===== config.mk =====
export PLATFORM = sky130hd
export DESIGN_NAME = stream_arb_2x1
export DESIGN_NICKNAME = d
export VERILOG_FILES = /design/src/rtl/stream_arb_2x1.sv
export SDC_FILE = /design/constraint.sdc
export NUM_CORES = 1
export LEC_CHECK = 0
export ABC_AREA = 1
export BUFFER_PORTS_ARGS = -buffer_cell sky130_fd_sc_hd__buf_2
export CAP_MARGIN = 5
export CORE_ASPECT_RATIO = 1.1
export CORE_MARGIN = 5
export CORE_UTILIZATION = 54
export CTS_CLUSTER_DIAMETER = 80
export DETAILED_ROUTE_END_ITERATION = 8
export PLACE_DENSITY = 0.85
export RECOVER_POWER = 100
export SYNTH_ARGS = -nofsm -noshare
export SYNTH_HDL_FRONTEND = slang
export SYNTH_SLANG_ARGS = --single-unit

===== constraint.sdc =====
create_clock -name clk -period 3.36 [get_ports clk]
set_input_delay 0.672 -clock clk [delete_from_list [all_inputs] [get_ports clk]]
set_output_delay 0.672 -clock clk [all_outputs]
set_load 0.01 [all_outputs]

===== src/rtl/stream_arb_2x1.sv =====
// Two-source round-robin stream arbiter with a registered output stage.
// Each source also has a saturating count of the beats accepted from it.
module stream_arb_2x1 #(
    parameter int WIDTH = 8
) (
    input  logic             clk,
    input  logic             rst,
    input  logic [WIDTH-1:0] a_data,
    input  logic             a_valid,
    output logic             a_ready,
    input  logic [WIDTH-1:0] b_data,
    input  logic             b_valid,
    output logic             b_ready,
    output logic [WIDTH-1:0] y_data,
    output logic             y_valid,
    input  logic             y_ready,
    output logic             y_sel,
    output logic [7:0]       a_count,
    output logic [7:0]       b_count
);

    logic [WIDTH-1:0] r_y_data;
    logic             r_y_valid;
    logic             r_y_sel;
    logic             r_prio;

    logic             w_load_en;
    logic             w_grant_a;
    logic             w_grant_b;
    logic [1:0]       w_xfer;

    // prio = 0 favours A on a tie, prio = 1 favours B.
    assign w_load_en = !r_y_valid || y_ready;
    assign w_grant_a = a_valid && (!b_valid || !r_prio);
    assign w_grant_b = b_valid && (!a_valid ||  r_prio);

    // Readies are forced low during reset so nothing is accepted while it is held.
    assign a_ready   = w_load_en && w_grant_a && !rst;
    assign b_ready   = w_load_en && w_grant_b && !rst;
    assign w_xfer[0] = a_valid && a_ready;
    assign w_xfer[1] = b_valid && b_ready;

    always_ff @(posedge clk or posedge rst) begin
        if (rst) begin
            r_y_data  <= '0;
            r_y_valid <= 1'b0;
            r_y_sel   <= 1'b0;
            r_prio    <= 1'b0;
        end else if (w_load_en) begin
            r_y_valid <= |w_xfer;
            if (w_xfer[0]) begin
                r_y_data <= a_data;
                r_y_sel  <= 1'b0;
                r_prio   <= 1'b1;
            end else if (w_xfer[1]) begin
                r_y_data <= b_data;
                r_y_sel  <= 1'b1;
                r_prio   <= 1'b0;
            end
        end
    end

    generate
        for (genvar gi = 0; gi < 2; gi++) begin : g_cnt
            logic [7:0] r_count;
            always_ff @(posedge clk or posedge rst) begin
                if (rst) begin
                    r_count <= 8'd0;
                end else if (w_xfer[gi] && (r_count != 8'hFF)) begin
                    r_count <= r_count + 8'd1;
                end
            end
        end
    endgenerate

    assign a_count = g_cnt[0].r_count;
    assign b_count = g_cnt[1].r_count;
    assign y_data  = r_y_data;
    assign y_valid = r_y_valid;
    assign y_sel   = r_y_sel;

endmodule


==> flow_metrics.env, run 1 <==
export IMPL_dr_pass1_iters=4
export IMPL_yosysWarnings=0
export IMPL_overflow=0
export IMPL_ys_types=20
export IMPL_vias=1535
export IMPL_dieArea_mm2=0.00411
export IMPL_crit_required_ns=2.69
export IMPL_via_per_inst=4.95
export IMPL_avgSynthCellArea_um2=6.97
export IMPL_crit_arrival_ns=1.78
export IMPL_skew_ns=0.00275
export IMPL_hold_viol=0
export IMPL_port_buffers=48
export IMPL_start_util_pct=56.5
export IMPL_critPathLaunchType="input port"
export IMPL_syn_num_nets=250
export IMPL_grt_pass1_vias=1432
export IMPL_drv_slew=0
export IMPL_n_fill_cell=284
export IMPL_critPathBufInv=3
export IMPL_critPathSlowestCell="nand3_1"
export IMPL_end_kind="output pin"
export IMPL_setup_violations=0
export IMPL_synthesis_area_mm2=0.00158
export IMPL_post_dp_hpwl_um=2660
export IMPL_areaGrowthSynthToFinish_pct=14.6
export IMPL_synth_cells=227
export IMPL_power_density_mw_per_mm2=537
export IMPL_grt_first_pass_wirelength_um=5820
export IMPL_drive_gt1_share_pct=9.75
export IMPL_reg2reg_slack_ns=1.32
export IMPL_leakage_nw=1.04
export IMPL_cts_buffers=3
export IMPL_cts_root_buf="clkbuf_4"
export IMPL_cts_resized=0
export IMPL_die_h_um=66.8
export IMPL_clkSlewWorstSetupHoldPaths_ns=0.14
export IMPL_crit_family="simple AND/OR/NAND/NOR gates"
export IMPL_crit_top_cell="clkbuf_1"
export IMPL_io_pins=49
export IMPL_drc=0
export IMPL_fin_crit_sh_pct=73.1
export IMPL_clkLatencyLatePin_ns=0.31
export IMPL_cp_max_fo=12
export IMPL_ys_seq_area_share_pct=42.7
export IMPL_htree_levels=1
export IMPL_grt_start_max_net_pins=28
export IMPL_wl_per_cell_um=11.0
export IMPL_critical_path_class="in2out"
export IMPL_fmax_mhz=407
export IMPL_postCtsSetupBuffers=0
export IMPL_gp_congestion=0.821
export IMPL_relSlewSlack_pct=32.9
export IMPL_cts_path_max_buffers=2
export IMPL_rows=20
export IMPL_crit_chain="clkbuf_1, nor2_4, nand3_1, clkinv_1, clkbuf_1"
export IMPL_wirelength_um=3410
export IMPL_worstMarginPinSlew_ns=1.01
export IMPL_postCtsHoldBufs=0
export IMPL_die_width_um=61.6
export IMPL_ir_drop_mv=0.378
export IMPL_grt_usage_pct=18.3
export IMPL_cts_sinks=27
export IMPL_drt_antenna_violating_nets=0
export IMPL_p_total_mw=0.975
export IMPL_cts_tree="done"
export IMPL_setup_tns_final_ns=0
export IMPL_hold_path_class="reg2reg"
export IMPL_status="finished clean"
export IMPL_critPathMaxStageDelay_ns=0.43
export IMPL_rsz0062_at_grt="no"
export IMPL_drv_cap=0
export IMPL_nets=301
export IMPL_antenna_found_initial=0
export IMPL_timing_final_crit_period_ns=2.46
export IMPL_design_core_area_mm2=0.00280
export IMPL_antenna_cells=0
export IMPL_drt_initial_drc_count=47
export IMPL_ys_ff_latch=27
worst reg2reg max path: stages (launching register included):
cell	delay (ns)
dfrtp_1	0.42
nand2_1	0.22
nand3_1	0.45
nand2_1	0.44
inv_1	0.25
nand2_1	0.11
nand2_1	0.06
Yosys cell counts (all sizes together):
cell type | number | area share (%)
xor2 | 3 | 1.7
o21ai | 4 | 1.3
nand3 | 16 | 6.2
a21oi | 1 | 0.32
inv | 37 | 8.8
dfrtp | 27 | 43
nand2 | 110 | 27
ha | 2 | 1.6
xnor2 | 3 | 1.7
nor2 | 14 | 5.0
buf | 2 | 1.2
nand4 | 8 | 3.2
through the flow:
| stage | std cells | setup slack (ns) | hold WS, ns | cell area (um2) | util (%) |
|---|---|---|---|---|---|
| detailed placement | 306 | 1.22 | 0.461 | 1850 | 65.8 |
| finish | 310 | 0.903 | 0.495 | 1810 | 64.7 |
| global placement | 306 | 1.23 | 0.458 | 1850 | 65.8 |
| global route | 310 | 0.772 | 0.518 | 1810 | 64.7 |
| floorplan | 227 | 1.50 | 0.509 | 1580 | - |
| CTS | 310 | 1.21 | 0.494 | 1870 | 66.8 |
kinds of logic (layout without fill, tap and decap cells):
kind of cell / Yosys count / count (layout) / share of synthesized area, %
flip-flops: 27 / 27 / 42.7
AND/OR/NAND/NOR: 148 / 148 / 40.9
AO/OA/AOI/OAI: 5 / 5 / 1.58
XOR/XNOR: 6 / 6 / 3.32
adder cells (fa/ha/maj): 2 / 2 / 1.58
buffers and inverters: 39 / 89 / 9.96
placed cells by master (no fill, tap or decap):
cell	synthesis	layout
nand4_1	8	8
nor2_4	1	1
xor2_1	3	3
dfrtp_1	27	27
clkinv_1	0	1
o21ai_0	4	4
clkbuf_4	0	3
nor2_1	11	11
nand3_1	14	16
ha_1	2	2
xnor2_1	3	3
buf_2	0	20
inv_1	35	36
nand2_1	107	109
a21oi_1	1	1
nor2_8	1	1
nor2_2	1	1
clkbuf_1	0	29
nand2_2	3	1
where the power goes:
part | total (mW) | internal [mW] | switching [mW]
Combinational | 0.335 | 0.124 | 0.211
Clock | 0.135 | 0.0463 | 0.0890
Sequential | 0.504 | 0.411 | 0.0929
path summary, 6_finish.rpt:
path / depth (start not counted) / endpoint / from
max: 5 / a_ready / rst
min: 2 / y_data[3]$_DFFE_PP0P_ / y_data[3]$_DFFE_PP0P_
max reg2reg: 6 / y_data[5]$_DFFE_PP0P_ / r_prio$_DFFE_PP0P_
min reg2reg: 2 / y_data[3]$_DFFE_PP0P_ / y_data[3]$_DFFE_PP0P_
max in group asynchronous: 2 / a_count[3]$_DFFE_PP0P_ / rst
min in group asynchronous: 2 / y_data[2]$_DFFE_PP0P_ / rst
routing by layer:
metal,routed length [um],track usage (%)
met5,0,0
met2,1730,31.8
met1,1410,23.0
met4,32,5.31
met3,228,2.71
flip-flops by register name, summed over array words and instances (netlist names):
signal   cells
y_sel        1
y_valid      1
y_data       8
a_count      8
b_count      8
r_prio       1
layout make-up:
class | count | area [um2] | area share, %
Multi-Input combinational cell | 161 | 727 | 40.1
Sequential cell | 27 | 676 | 37.2
Timing Repair Buffer | 48 | 205 | 11.3
Inverter | 37 | 139 | 7.66
Tap cell | 33 | 41.3 | 2.28
Clock buffer | 4 | 26.3 | 1.45
Note: power is estimated with default switching activity, not from simulation.
==> run 2: changes to the inputs <==
Settings changed: CORE_UTILIZATION 54 to 46, PLACE_DENSITY 0.85 to 0.77.
Clock period 3.36 ns to 2.2 ns, I/O delays scaled along.
==> run 2 against run 1 <==
Utilization fell by 9.0 points; clock power rose by 61%; sequential share of layout area shrank 0.85 points; sequential power is 53% higher; total power grew 54%; routed wire length is 1.8% higher; worst setup slack got worse by 0.72 ns; final cell count rose by 5.2%; register-to-register slack got worse by 0.91 ns; global-route usage shrank 2.4 points; final area increased by 2.3%; via count decreased by 2.0%; critical path type is now reg2out; critical endpoint unchanged.
==> flow_metrics.env, run 2 (synthesis results as in run 1) <==
export IMPL_status="finished clean"
export IMPL_skew_ns=0.00592
export IMPL_dieArea_mm2=0.00472
export IMPL_critPathSlowestCell="dfrtp_1"
export IMPL_crit_arrival_ns=1.58
export IMPL_finalNonFillerCells=326
export IMPL_grt_first_pass_wirelength_um=5910
export IMPL_wl_per_cell_um=10.6
export IMPL_via_per_inst=4.62
export IMPL_place_inst=322
export IMPL_timing_final_crit_period_ns=2.02
export IMPL_drc=0
export IMPL_crit_required_ns=1.76
export IMPL_postCtsHoldBufs=0
export IMPL_fin_crit_sh_pct=91.6
export IMPL_leakage_nw=1.05
export IMPL_fin_util_pct=55.7
export IMPL_htree_levels=1
export IMPL_critPathMaxStageDelay_ns=0.42
export IMPL_gp_congestion=0.802
export IMPL_crit_chain="nand2_1, nand3_4, inv_1, buf_2"
export IMPL_critPathLaunchType="register"
export IMPL_grt_usage_pct=15.9
export IMPL_clkSlewWorstSetupHoldPaths_ns=0.15
export IMPL_fmax_mhz=496
export IMPL_timing_hold_ws_ns=0.407
export IMPL_die_h_um=71.5
export IMPL_drv_cap=0
export IMPL_cts_sinks=27
export IMPL_crit_family="simple AND/OR/NAND/NOR gates"
export IMPL_antenna_found_initial=0
export IMPL_wirelength_um=3470
export IMPL_power_density_mw_per_mm2=808
export IMPL_drv_slew=0
export IMPL_critPathBufInv=2
export IMPL_cts_resized=0
export IMPL_final_common_cell="nand2_1"
export IMPL_cts_root_buf="clkbuf_4"
export IMPL_rows=22
export IMPL_antenna_cells=0
export IMPL_drive_gt1_share_pct=10.8
export IMPL_grt_pass1_vias=1360
export IMPL_ir_drop_mv=0.416
export IMPL_n_fill_cell=367
export IMPL_layout_common_cells="109 x nand2_1, 37 x inv_1, 28 x clkbuf_1"
export IMPL_setup_tns_final_ns=0
export IMPL_rsz0062_at_grt="no"
export IMPL_drt_initial_drc_count=105
export IMPL_hold_path_class="in2reg"
export IMPL_dr_pass1_iters=4
export IMPL_areaGrowthSynthToFinish_pct=17.3
export IMPL_relSlewSlack_pct=5.05
export IMPL_io_pins=49
export IMPL_end_kind="output pin"
export IMPL_die_width_um=65.9
export IMPL_worstMarginPinSlew_ns=1.42
export IMPL_setup_violations=0
export IMPL_drt_antenna_violating_nets=0
export IMPL_overflow=0
export IMPL_hold_viol=0
export IMPL_cts_buffers=3
export IMPL_clkLatencyLatePin_ns=0.33
export IMPL_p_total_mw=1.50
export IMPL_critical_path_class="reg2out"
export IMPL_start_util_pct=47.5
export IMPL_post_dp_hpwl_um=2670
export IMPL_cts_tree="done"
export IMPL_cp_max_fo=12
export IMPL_port_buffers=48
export IMPL_nets=302
export IMPL_cts_path_max_buffers=2
export IMPL_postCtsSetupBuffers=0
export IMPL_grt_start_max_net_pins=28
export IMPL_design_core_area_mm2=0.00333
export IMPL_vias=1505
run 2: worst reg2reg max path, delay by kind of cell (launching register included):
| family | cells | cell delay, ns |
|---|---|---|
| and+or+nand+nor | 5 | 1.04 |
| DFF | 1 | 0.42 |
| buffers and inverters | 1 | 0.24 |
run 2: where the power goes:
group	internal, mW	switching, mW
sequential	0.628	0.144
clock	0.0696	0.148
combinational	0.192	0.319
run 2: worst paths after layout:
path | from | to | slack (ns) | cells past startpoint
max in group asynchronous | rst | a_count[7]$_DFFE_PP0P_ | 0.76 | 3
min in group asynchronous | rst | y_data[5]$_DFFE_PP0P_ | 0.62 | 3
max | y_valid$_DFFE_PP0N_ | a_ready | 0.18 | 4
min | b_data[3] | y_data[3]$_DFFE_PP0P_ | 0.41 | 5
max reg2reg | y_valid$_DFFE_PP0N_ | y_data[0]$_DFFE_PP0P_ | 0.41 | 6
min reg2reg | y_data[5]$_DFFE_PP0P_ | y_data[5]$_DFFE_PP0P_ | 0.50 | 2
run 2: layout make-up:
| class | instances | area [um2] | share of cell area, % |
|---|---|---|---|
| clock buffers | 3 | 22.5 | 1.21 |
| clock inverters | 1 | 7.51 | 0.404 |
| inverters | 37 | 139 | 7.48 |
| multi-input cells | 161 | 742 | 40.0 |
| flip-flops and latches | 27 | 676 | 36.4 |
| well taps | 48 | 60.1 | 3.23 |
| repair buffers | 49 | 210 | 11.3 |
run 2: per-stage QoR:
stage	worst slack (ns)	area (um2)
finish	0.184	1860
global route	0.0935	1860
global placement	0.532	1870
CTS	0.274	1900
detailed placement	0.494	1870
floorplan	0.804	1580
run 2: layer usage:
metal  up-vias  part of all wire (%)  track usage [%]
met2        28                    48             27.2
met5         -                     0                0
met3         9                   4.0             1.88
met1       680                    45             20.2
li1        788                     -                -
met4         0                   2.3             6.77
